### config.mk
export PLATFORM = sky130hd
export DESIGN_NAME = core_bus_arbiter
export DESIGN_NICKNAME = d
export VERILOG_FILES = /design/src/rtl/core_bus_pkg.sv /design/src/rtl/core_bus_req_slot.sv /design/src/rtl/core_bus_arbiter.sv
export SDC_FILE = /design/constraint.sdc
export NUM_CORES = 1
export LEC_CHECK = 0
export ABC_AREA = 1
export BUFFER_PORTS_ARGS = -buffer_cell sky130_fd_sc_hd__buf_2
export CORE_AREA = 3 3 174 176
export CTS_CLUSTER_SIZE = 24
export DETAILED_ROUTE_END_ITERATION = 8
export DIE_AREA = 0 0 177 179
export GPL_TIMING_DRIVEN = 0
export PLACE_DENSITY = 0.62
export RECOVER_POWER = 100
export SETUP_SLACK_MARGIN = 0.05
export SKIP_LAST_GASP = 1
export SLEW_MARGIN = 20
export SYNTH_ARGS = -nofsm -noshare
export SYNTH_HDL_FRONTEND = slang
export SYNTH_HIERARCHICAL = 1
export SYNTH_SLANG_ARGS = --single-unit
### constraint.sdc
create_clock -name clk -period 1.7 [get_ports clk]
set_clock_uncertainty 0.2 [all_clocks]
set_input_delay 0.085 -clock clk [delete_from_list [all_inputs] [get_ports clk]]
set_output_delay 0.085 -clock clk [all_outputs]
set_load 0.05 [all_outputs]
### src/rtl/core_bus_pkg.sv
// Shared types for the two-port core bus arbiter.
// Optional grant locking is enabled with CORE_BUS_ARB_LOCK_EN.
package core_bus_pkg;

  typedef logic [29:0] word_addr_t;
  typedef logic [31:0] word_t;

  typedef struct packed {
    word_addr_t addr;
    logic       write;
    word_t      data_wr;
  } core_req_t;

  typedef enum logic [1:0] {
    IDLE,
    ISSUE,
    WAIT
  } arb_state_t;

  // Winner among pending ports; pref breaks a tie.
  function automatic logic arb_pick(
    input logic [1:0] pend,
    input logic       pref
  );
    logic g;
    g = 1'b0;
    unique case (1'b1)
      (pend == 2'b11): g = pref;
      (pend == 2'b10): g = 1'b1;
      default:         g = 1'b0;
    endcase
    return g;
  endfunction

endpackage

### src/rtl/core_bus_req_slot.sv
// Per-port request holder: pending flag plus captured request.
// A new start in the same cycle as the clear is accepted.
module core_bus_req_slot
  import core_bus_pkg::*;
(
  input  logic      clk,
  input  logic      rst_n,
  input  logic      start,
  input  logic      clr,
  input  core_req_t req_d,
  output logic      pending,
  output logic      accept,
  output core_req_t req_q
);

  assign accept = start & (~pending | clr);

  always_ff @(posedge clk or negedge rst_n) begin
    if (!rst_n) begin
      pending <= 1'b0;
      req_q   <= '0;
    end else begin
      if (accept) begin
        pending <= 1'b1;
        req_q   <= req_d;
      end else if (clr) begin
        pending <= 1'b0;
      end
    end
  end

endmodule

### src/rtl/core_bus_arbiter.sv
// Two-port arbiter in front of a single core-style bus master.
// Optional grant locking is enabled with CORE_BUS_ARB_LOCK_EN.
module core_bus_arbiter
  import core_bus_pkg::*;
#(
  parameter int ADDR_W      = 30,
  parameter int DATA_W      = 32,
  parameter int ROUND_ROBIN = 1
) (
  input  logic                   clk,
  input  logic                   rst_n,
  input  logic [1:0][ADDR_W-1:0] s_addr,
  input  logic [1:0]             s_start,
  input  logic [1:0]             s_write,
  input  logic [1:0][DATA_W-1:0] s_data_wr,
`ifdef CORE_BUS_ARB_LOCK_EN
  input  logic [1:0]             s_lock,
`endif
  output logic [1:0][DATA_W-1:0] s_data_rd,
  output logic [1:0]             s_ready,
  output logic [ADDR_W-1:0]      m_addr,
  output logic                   m_start,
  output logic                   m_write,
  output logic [DATA_W-1:0]      m_data_wr,
  input  logic [DATA_W-1:0]      m_data_rd,
  input  logic                   m_ready,
  output logic                   busy
);

  arb_state_t state;
  arb_state_t state_d;

  logic [1:0] pending;
  logic [1:0] accept;
  logic [1:0] clr;
  core_req_t  req_q [2];

  logic g;
  logic g_sel;
  logic rr_ptr;
  logic rr_pref;
  logic pref;
  logic can_grant;
  logic done;
  logic grant_now;

  logic [1:0][DATA_W-1:0] rd_hold;

  for (genvar i = 0; i < 2; i++) begin : g_slot
    core_req_t req_d;
    assign req_d = '{
      addr:    word_addr_t'(s_addr[i]),
      write:   s_write[i],
      data_wr: word_t'(s_data_wr[i])
    };
    assign clr[i] = done & (g == 1'(i));

    core_bus_req_slot u_slot (
      .clk     (clk),
      .rst_n   (rst_n),
      .start   (s_start[i]),
      .clr     (clr[i]),
      .req_d   (req_d),
      .pending (pending[i]),
      .accept  (accept[i]),
      .req_q   (req_q[i])
    );
  end

  assign done      = (state == WAIT) & m_ready;
  assign rr_pref   = (ROUND_ROBIN != 0) ? rr_ptr : 1'b0;
  assign g_sel     = arb_pick(pending, pref);
  assign grant_now = (state == IDLE) & can_grant;

`ifdef CORE_BUS_ARB_LOCK_EN
  localparam int LOCK_WIN = 16;

  logic [1:0] lock_q;
  logic       cur_lock;
  logic       lock_act;
  logic       lock_port;
  logic [3:0] lock_cnt;

  // A held lock reserves the bus for its owner until the window lapses.
  assign pref      = lock_act ? lock_port : rr_pref;
  assign can_grant = lock_act ? pending[lock_port] : |pending;

  always_ff @(posedge clk or negedge rst_n) begin
    if (!rst_n) begin
      lock_q    <= '0;
      cur_lock  <= 1'b0;
      lock_act  <= 1'b0;
      lock_port <= 1'b0;
      lock_cnt  <= '0;
    end else begin
      for (int i = 0; i < 2; i++) begin
        if (accept[i]) lock_q[i] <= s_lock[i];
      end
      if (grant_now) begin
        cur_lock <= lock_q[g_sel];
        lock_act <= 1'b0;
      end else if (state == IDLE && lock_act) begin
        if (lock_cnt == 4'(LOCK_WIN - 1)) lock_act <= 1'b0;
        else lock_cnt <= lock_cnt + 4'd1;
      end
      if (done && cur_lock) begin
        lock_act  <= 1'b1;
        lock_port <= g;
        lock_cnt  <= '0;
      end
    end
  end
`else
  assign pref      = rr_pref;
  assign can_grant = |pending;
`endif

  always_ff @(posedge clk or negedge rst_n) begin
    if (!rst_n) state <= IDLE;
    else        state <= state_d;
  end

  always_comb begin
    state_d = state;
    unique case (state)
      IDLE:    if (can_grant) state_d = ISSUE;
      ISSUE:   state_d = WAIT;
      WAIT:    if (m_ready) state_d = IDLE;
      default: state_d = IDLE;
    endcase
  end

  always_comb begin
    m_start = (state == ISSUE);
    busy    = (|pending) | (state != IDLE);
    for (int i = 0; i < 2; i++) begin
      s_ready[i]   = done & (g == 1'(i));
      s_data_rd[i] = s_ready[i] ? m_data_rd : rd_hold[i];
    end
  end

  // Bus-side request is frozen from ISSUE until completion.
  always_ff @(posedge clk or negedge rst_n) begin
    if (!rst_n) begin
      g         <= 1'b0;
      rr_ptr    <= 1'b0;
      m_addr    <= '0;
      m_write   <= 1'b0;
      m_data_wr <= '0;
      rd_hold   <= '0;
    end else begin
      if (grant_now) begin
        g         <= g_sel;
        m_addr    <= ADDR_W'(req_q[g_sel].addr);
        m_write   <= req_q[g_sel].write;
        m_data_wr <= DATA_W'(req_q[g_sel].data_wr);
      end
      if (done) begin
        rr_ptr     <= ~g;
        rd_hold[g] <= m_data_rd;
      end
    end
  end

endmodule
Word-level counts from Yosys, hierarchy flattened

Index checks and enable logic that the tools add are counted.

Reduce and logical (&&, ||, !) cells: 7
Bitwise gates (word level): 13
Equal/unequal tests: 6
Multiplexer cells: 16
$lt $le $gt $ge: 3

Operators with widths:

| kind                 | number |
|---|---|
| $mux W63             | 3 |
| $mux W32             | 3 |
| $bwmux W64           | 1 |
| $demux W32 S1        | 1 |
| $and A1 B1 Y1        | 6 |
| $eq A2 B2 Y1 const B | 3 |
| $pmux W2 S3          | 1 |
| $reduce_bool A2 Y1   | 3 |
| $mux W1              | 4 |
| $mux W2              | 2 |
| $ne A2 B2 Y1 const B | 2 |
| $not A1 Y1           | 3 |
| $or A1 B1 Y1         | 3 |
| $eq A2 B1 Y1 const B | 1 |
| $ge A2 B2 Y1 const B | 1 |
| $logic_not A2 Y1     | 1 |
| $lt A1 B2 Y1 const B | 1 |
| $not A1 Y2           | 1 |
| $pmux W1 S2          | 1 |
| $reduce_and A2 Y1    | 1 |
| $reduce_or A2 Y1     | 1 |
| $ge A1 B1 Y1 const B | 1 |
| $logic_and A1 B1 Y1  | 1 |

Word-level logic and storage cells: 61
Register bits after elaboration: 259
Bits of input ports: 163
Output and inout port bits: 131

Logic depth before layout (Yosys ltp)

Gate-level depths: netlist of run 1.

Word-level depth: 6
Mapped depth: 12
Depth with buffers taken out: 9

Hierarchy

Netlist of run 1, hierarchy kept.

Modules (own cells, without submodules):

| module            | instances | cells each | seq. area each (um^2) | area each (um^2) |
|---|---|---|---|---|
| core_bus_arbiter  | 1         | 803        | 3278.1                | 6381.1 |
| core_bus_req_slot | 2         | 279        | 1601.5                | 2565.0 |

Least setup slack after synthesis of run 1

Ideal clock, no wire load.

Path kind: register to register
From: register state[0]
To: register rd_hold[22] in the netlist's numbering
Setup time: 249 ps
Slack: -693 ps
Period minus slack after synthesis: 2393 ps
Cell stages (with the launch flop): 5
Path buffers: 1
Data required time: 1251 ps
Data arrival time: 1944 ps
Cell sequence: dfrtp_1 nor2_4 nand3_2 clkbuf_1 o21ai_0

Word-level cells in the longest chain between the ends: 2

Ends and longest elaborated chain:

| element                         | line                    | source |
|---|---|---|
| from (decl)                     | core_bus_arbiter.sv:30  | `arb_state_t state;` |
| from (signal assigned)          | core_bus_arbiter.sv:120 | `else state <= state_d;` |
| $eq A2 B2 Y1                    | core_bus_arbiter.sv:70  | `assign done = (state == WAIT) & m_ready;` |
| $and A1 B1 Y1                   | core_bus_arbiter.sv:70  |  |
| to (signal, indexed assignment) | core_bus_arbiter.sv:160 | `rd_hold[g] <= m_data_rd;` |
| to (decl)                       | core_bus_arbiter.sv:47  | `logic [1:0][DATA_W-1:0] rd_hold;` |

Every way passes these cells.
A chain may end at the register's enable or synchronous reset.

==> results of run 1 <==
==> routing by layer <==
| metal | up-vias | GRT usage, % | routed length, µm |
|---|---|---|---|
| met2 | 399 | 40.40 | 20060 |
| li1 | 5299 | - | - |
| met4 | 0 | 8.216 | 1354 |
| met1 | 5466 | 31.18 | 17150 |
| met5 | - | 0 | 0 |
| met3 | 94 | 4.003 | 2214 |
==> timing repair <==
action	4_1_cts	5_1_grt
gates resized for setup	215	210
setup endpoints to repair	266	258
pin swaps	3	14
cloned	8	14
buffers inserted	10	23
endpoints found under the hold margin	389	32
==> cell type report <==
cell class / count / area [µm²]
Antenna cell: 3 / 7.507
Buffer: 87 / 993.5
Clock buffer: 39 / 855.8
Clock inverter: 17 / 294.0
Fill cell: 2127 / 9684
Inverter: 168 / 646.9
Multi-Input combinational cell: 843 / 4855
Sequential cell: 259 / 6484
Tap cell: 384 / 480.5
Timing Repair Buffer: 508 / 4479
==> path summary, 6_finish.rpt <==
kind | from | end
min in group clk | s_data_wr[45] | g_slot[1].u_slot/req_q[13]
max reg2reg | state[1] | g_slot[1].u_slot/req_q[51]
min | rst_n | rd_hold[19]
min reg2reg | g_slot[1].u_slot/req_q[59] | g_slot[1].u_slot/req_q[59]
max in group asynchronous | rst_n | g_slot[1].u_slot/req_q[22]
max | state[1] | s_data_rd[38]
==> metrics by stage <==
stage | instances | setup slack [ns] | hold slack, ns | area [µm²]
after CTS | 2273 | -0.5322 | -0.1943 | 18000
after global routing | 2308 | -0.6311 | 0.09147 | 19100
final | 2308 | -0.5463 | 0.04619 | 19100
after global placement | 2034 | -4.493 | 0.1154 | 14100
after floorplan | 1359 | -0.1569 | -0.4106 | 12170
after detailed placement | 2037 | -0.2750 | -0.2179 | 14200
==> sequential cells by signal (all words and copies together), names as in the netlist <==
register               flops
g_slot.u_slot/pending      2
m_addr                    30
g                          1
g_slot.u_slot/req_q      126
m_data_wr                 32
rd_hold                   64
pref                       1
m_write                    1
state                      2
==> placed cells by master (no fill, tap or decap), types with 6 or more instances in the layout <==
cell / count
o21ai_4: 59
clkbuf_16: 45
nand3_2: 16
clkinv_2: 6
buf_8: 38
inv_1: 162
buf_4: 22
buf_6: 76
nand2_4: 31
clkbuf_8: 9
dlygate4sd3_1: 162
buf_2: 192
nand3_1: 236
nand2_2: 86
clkbuf_2: 59
dfrtp_1: 257
bufinv_16: 8
buf_12: 19
nand2_1: 398
==> power by group <==
part	switching [mW]	leakage, nW	internal (mW)	total [mW]
clock	2.63	0.562	4.75	7.38
sequential	1.81	3.22	9.11	10.9
combinational	14.1	6.20	8.68	22.7
total	18.5	9.99	22.5	41.0
==> results_dict.tcl, run 1 <==
set metrics [dict create \
    area_growth_pct 66.00 \
    fp.coreArea_um2 28780 \
    regToRegSetupSlack_ns -0.40 \
    cp.required_ns 1.41 \
    cts_inserted_buffers 30 \
    path_class "reg2out" \
    crit_path_cell_trace "inv_2, nor2_4, nand3_4, buf_12, clkbuf_16, o21ai_2, buf_6" \
    violations "negative setup slack" \
    dieWidth_um 177 \
    syn_avg_cell_area_um2 8.465 \
    avgViaCountPerCell 4.878 \
    outcome "finished, violations left" \
    grt.overflow.total 0 \
    dr.pass1.iters 5 \
    setup_ws_ns -0.5463 \
    fin_tns_setup_ns -77.76 \
    grt_max_degree 86 \
    cap_violations 0 \
    fin_util_pct 66.35 \
    start_util_pct 39.97 \
    period_share_pct 132.1 \
    cts_tree "done" \
    wl_per_cell_um 17.67 \
    die_height_um 179 \
    fmax_mhz 445.2 \
    hp-class "in2async" \
    die_area_um2 31680 \
    crit_path_end_kind "output port" \
    start_kind "flip-flop" \
    cts_htree_levels 1 \
    gp_congestion 0.8262 \
    hold_violations 0 \
    power_per_cell_area_nw_per_um2 2149 \
    drv_slew 0 \
    insertion_delay_ns 0.54 \
    cp_max_fo 5 \
    placementRows 62 \
    cp_top_family "buffers and inverters" \
    final_nets 2060 \
    port_buffers 291 \
    ios 294 \
    critical_path_depth 7 \
    drt_iter0_drc 718 \
    critical_path_buf_inv_count 4 \
    p_leak_nw 9.986 \
    vias 11260 \
    worstMarginPinSlew_ns 0.9513 \
    clkTransAtPathRegs_ns 0.06 \
    antenna_left 0 \
    power.total_mw 41.04 \
    drc_errors 0 \
    cpPeakStageDelay_ns 0.38 \
    drive_above_1_share_pct 36.34 \
    cts_root_buf "clkbuf_16" \
    ctsHoldBuffers 162 \
    maxSlewHeadroom_pct 36.58 \
    cts_buffer_depth 3 \
    antenna_found_initial 3 \
    syn_nets 1522 \
    wl_um 40780 \
    synth_warnings 6 \
    synthCells 1359 \
    finalSetupViolCount 333 \
    clock_sinks 259 \
    worstPathArrival_ns 1.96 \
    grt.total_usage_pct 23.87 \
    r2r_cells 13 \
    dp_hpwl_um 24710 \
    grt_setup_unrepaired "yes" \
    cp_slowest_cell "dfrtp_1" \
    grt_pass1_wl_um 60420 \
    period_minus_slack_ns 2.246 \
    grt_pass1_vias 11270 \
    synth.cell_area_um2 11500 \
    peakVddDrop_uv 1018 \
]
Note: power is estimated with default switching activity, not from simulation.
==> run 2: changes to the inputs <==
--- a/config.mk
+++ b/config.mk
@@ -10,3 +10,2 @@
 export CORE_AREA = 3 3 174 176
-export CTS_CLUSTER_SIZE = 24
 export DETAILED_ROUTE_END_ITERATION = 8
--- a/constraint.sdc
+++ b/constraint.sdc
@@ -4,2 +4,2 @@
 set_output_delay 0.085 -clock clk [all_outputs]
-set_load 0.05 [all_outputs]
+set_load 0.1 [all_outputs]
==> results_dict.tcl, run 2 (synthesis results as in run 1) <==
set metrics [dict create \
    grt_pass1_wl_um 61050 \
    drv_slew 0 \
    violations "negative hold slack, negative setup slack" \
    drc_errors 0 \
    area_growth_pct 58.41 \
    wl_met3_um 2443 \
    hp-class "in2reg" \
    cp_slowest_cell "dfrtp_1" \
    fmax_mhz 436.0 \
    maxSlewHeadroom_pct 10.35 \
    largest-register "g_slot.u_slot/req_q" \
    clock_sinks 259 \
    clkTransAtPathRegs_ns 0.07 \
    grt_setup_unrepaired "yes" \
    placementRows 62 \
    wl_um 38970 \
    avgViaCountPerCell 4.765 \
    cap_violations 0 \
    period_minus_slack_ns 2.293 \
    finalSetupViolCount 265 \
    top_regs "g_slot.u_slot/req_q (126), rd_hold (64), m_data_wr (32)" \
    dp_hpwl_um 24880 \
    wl_met2_um 19370 \
    cpPeakStageDelay_ns 0.36 \
    ctsHoldBuffers 161 \
    start_kind "flip-flop" \
    fin_util_pct 63.32 \
    regArea_um2 6481 \
    drt-met1-wl_um 16120 \
    grt_pass1_vias 11170 \
    grt.overflow.total 0 \
    dr.pass1.iters 5 \
    worstPathArrival_ns 2.01 \
    grt.total_usage_pct 24.35 \
    cp.required_ns 1.41 \
    start_util_pct 39.97 \
    cts_tree "done" \
    gp_congestion 0.8092 \
    period_share_pct 134.9 \
    cts_root_buf "clkbuf_16" \
    vias 10790 \
    cts_htree_levels 1 \
    insertion_delay_ns 0.56 \
    die_height_um 179 \
    cp_max_fo 10 \
    fill_cells 2301 \
    die_area_um2 31680 \
    hold_violations 22 \
    drt_iter0_drc 677 \
    cts_inserted_buffers 29 \
    setup_ws_ns -0.5935 \
    whs_ns -0.3636 \
    crit_path_cell_trace "inv_2, nor2_4, nand3_4, buf_12, buf_12, o21ai_4, buf_12" \
    final_nets 2019 \
    path_class "reg2out" \
    final_common_cell "nand2_1" \
    wl_per_cell_um 17.21 \
    port_buffers 291 \
    antenna_left 0 \
    worstMarginPinSlew_ns 1.345 \
    drive_above_1_share_pct 29.22 \
    pre_cts_slack_ns -0.3393 \
    crit_path_end_kind "output port" \
    antenna_found_initial 0 \
    dieWidth_um 177 \
    largest_reg_flops 126 \
    outcome "finished, violations left" \
    multi_input_area_um2 4412 \
    fp.coreArea_um2 28780 \
    grt_max_degree 92 \
    path_common_cell "buf_12" \
    cts_buffer_depth 3 \
    ios 294 \
    highest_layer "met4" \
    layout_common_cells "nand2_1 (493), dfrtp_1 (259), buf_2 (245), nand3_1 (235), inv_1 (164)" \
]
## run 2: cell types whose count changed in the layout (fill, tap and decap cells not counted), sizes merged
| cell | change |
|---|---|
| clkbuf | -65 |
| buf | +24 |
| bufinv | -3 |
| clkinv | +2 |
| diode | -2 |
| bufbuf | +1 |
| dlygate4sd3 | -1 |
## run 2: final cells by class
class / count / share of cell area [%]
clock buffers: 38 / 4.497
well taps: 384 / 2.637
inverters: 168 / 3.502
plain buffers: 89 / 4.944
repair buffers: 466 / 23.47
clock inverters: 16 / 1.160
multi-input cells: 843 / 24.21
diodes: 1 / 0.01373
flip-flops and latches: 259 / 35.57
## run 2: final timing paths
check                      cells after the start                       start  slack [ns]                          to
min reg2reg                                    2  g_slot[1].u_slot/req_q[10]        0.27  g_slot[1].u_slot/req_q[10]
min                                            2                     m_ready       -0.36                    state[1]
min in group asynchronous                      2                       rst_n        0.21               m_data_wr[29]
max in group asynchronous                      3                       rst_n           0  g_slot[0].u_slot/req_q[62]
max                                            7                    state[1]       -0.59                s_data_rd[6]
max reg2reg                                   12                    state[1]       -0.40  g_slot[0].u_slot/req_q[40]
## run 2: repair_timing
| item | CTS | global route |
|---|---|---|
| cloned | 3 | 0 |
| resized for setup | 286 | 16 |
| endpoints found under the setup margin | 278 | 313 |
| hold endpoints to repair | 453 | 21 |
| buffers inserted | 6 | 3 |
| pin swaps | 2 | 2 |
## run 2: routing by layer
layer	up-vias	global-route usage (%)
met5	-	0
met4	0	6.579
met3	78	4.278
met2	365	42.74
met1	5135	31.14
li1	5210	-
## run 2: stage by stage
stage	cells	setup TNS, ns	cell area (µm²)
floorplan	1359	-70.61	12310
CTS	2260	-92.16	18170
detailed placement	2036	-61.32	14310
global placement	2034	-1234.38	14250
finish	2264	-87.46	18220
global route	2263	-152.60	18220
## run 2: worst max-delay path, delay by kind of cell (launching register included)
kind            cells  cell delay, ns
simple gates        2            0.30
compound gates      1            0.18
buf+inv             4            0.60
flops               1            0.36
Power of run 2 is not shown: default switching activity piles up to over one toggle a cycle in this logic, so the estimate is an artifact.
==> run 3: changes to the inputs <==
- CTS_BUF_LIST: unset -> sky130_fd_sc_hd__clkbuf_8 sky130_fd_sc_hd__clkbuf_16
- CTS_CLUSTER_DIAMETER: unset -> 50
==> results_dict.tcl, run 3 (synthesis results as in run 1) <==
set metrics [dict create \
    hp-class "in2reg" \
    wl_um 40780 \
    crit_start "state[0]" \
    die_height_um 179 \
    antenna_found_initial 0 \
    maxSlewHeadroom_pct 16.32 \
    dr.pass1.iters 5 \
    grt_pass1_vias 11310 \
    path_class "reg2out" \
    start_util_pct 39.97 \
    outcome "finished, violations left" \
    cp.required_ns 1.41 \
    dieWidth_um 177 \
    r2r-end "g_slot[0].u_slot/req_q[34]" \
    grt_max_degree 92 \
    clock_sinks 259 \
    cp_max_fo 7 \
    cts_tree "done" \
    grt.total_usage_pct 24.91 \
    largest_reg_flops 126 \
    drc_errors 0 \
    period_minus_slack_ns 2.286 \
    vias 11000 \
    timing.rr.start "state[0]" \
    top_regs "g_slot.u_slot/req_q (126), rd_hold (64), m_data_wr (32)" \
    violations "negative setup slack" \
    placementRows 62 \
    layout_common_cells "nand2_1 (493), dfrtp_1 (259), buf_2 (247), nand3_1 (235), inv_1 (170)" \
    drive_above_1_share_pct 29.68 \
    period_share_pct 134.5 \
    fin_tns_setup_ns -80.17 \
    fp.coreArea_um2 28780 \
    port_buffers 291 \
    dp_hpwl_um 24880 \
    wl_per_cell_um 17.88 \
    diodes 0 \
    avgViaCountPerCell 4.821 \
    cts_inserted_buffers 36 \
    drv_slew 0 \
    setup_ws_ns -0.5859 \
    insertion_delay_ns 0.51 \
    r2r_cells 11 \
    regToRegSetupSlack_ns -0.35 \
    final_nets 2034 \
    die_area_um2 31680 \
    drt_iter0_drc 659 \
    finalSetupViolCount 258 \
    fmax_mhz 437.5 \
    start_kind "flip-flop" \
    min_from "m_ready" \
    grt_setup_unrepaired "yes" \
    final_common_cell "nand2_1" \
    area_growth_pct 61.42 \
    gp_congestion 0.8092 \
    crit_path_end_kind "output port" \
    ios 294 \
    largest-register "g_slot.u_slot/req_q" \
    grt.overflow.total 0 \
    hold_violations 0 \
    clkTransAtPathRegs_ns 0.07 \
    grt_pass1_wl_um 61890 \
    cts_root_buf "clkbuf_16" \
    antenna_left 0 \
    worstPathArrival_ns 2.00 \
    critPathCapture "s_data_rd[12]" \
    worstMarginPinSlew_ns 1.255 \
    cts_htree_levels 2 \
    cap_violations 0 \
    cts_buffer_depth 3 \
]
==> run 3: repair_timing <==
action | CTS | global route
gates resized for setup | 273 | 28
hold buffers | 162 | 0
pin swaps | 3 | 6
cloned | 1 | 3
buffers inserted | 8 | 7
hold endpoints to repair | 294 | 0
endpoints found under the setup margin | 257 | 263
==> run 3: layer usage <==
metal / share of wire, % / up-vias / track usage [%]
li1: - / 5245 / -
met1: 41 / 5280 / 31.53
met2: 50 / 371 / 43.22
met3: 5.2 / 101 / 4.341
met4: 3.5 / 0 / 8.642
met5: 0 / - / 0
==> run 3: worst max-delay path: stages, from the launching register on <==
cell and delay [ns]:
dfrtp_1 0.41, nor2_4 0.17, nand3_4 0.14, buf_12 0.19, clkbuf_16 0.17, o21ai_4 0.20, buf_12 0.21
==> run 3: worst min-delay path by stage <==
stage                                      end  slack [ns]  cells after the start
floorplan                                    g       -0.41                      0
global placement    g_slot[1].u_slot/req_q[17]        0.11                      3
detailed placement               m_data_wr[28]       -0.03                      1
CTS                                rd_hold[34]       0.003                      5
global route                       rd_hold[41]        0.02                      5
finish                             rd_hold[41]        0.03                      5
==> run 3: layout make-up <==
cell class,instances,area [µm²]
Clock inverter,21,276.5
Sequential cell,259,6481
Inverter,168,638.1
Clock buffer,43,1008
Buffer,89,908.4
Tap cell,384,480.5
Fill cell,2269,10210
Timing Repair Buffer,474,4352
Multi-Input combinational cell,843,4424
==> run 3: through the flow <==
step | instances | worst slack [ns] | hold WS [ns] | area [µm²] | utilization (%)
finish | 2281 | -0.5859 | 0.03454 | 18570 | 64.52
global placement | 2034 | -4.558 | 0.1150 | 14250 | 49.50
global route | 2281 | -0.6290 | 0.02218 | 18570 | 64.52
floorplan | 1359 | -0.4093 | -0.4106 | 12310 | -
detailed placement | 2036 | -0.3393 | -0.03379 | 14310 | 49.73
CTS | 2271 | -0.5472 | 0.002854 | 18350 | 63.77
Power of run 3 is left out for the same reason.
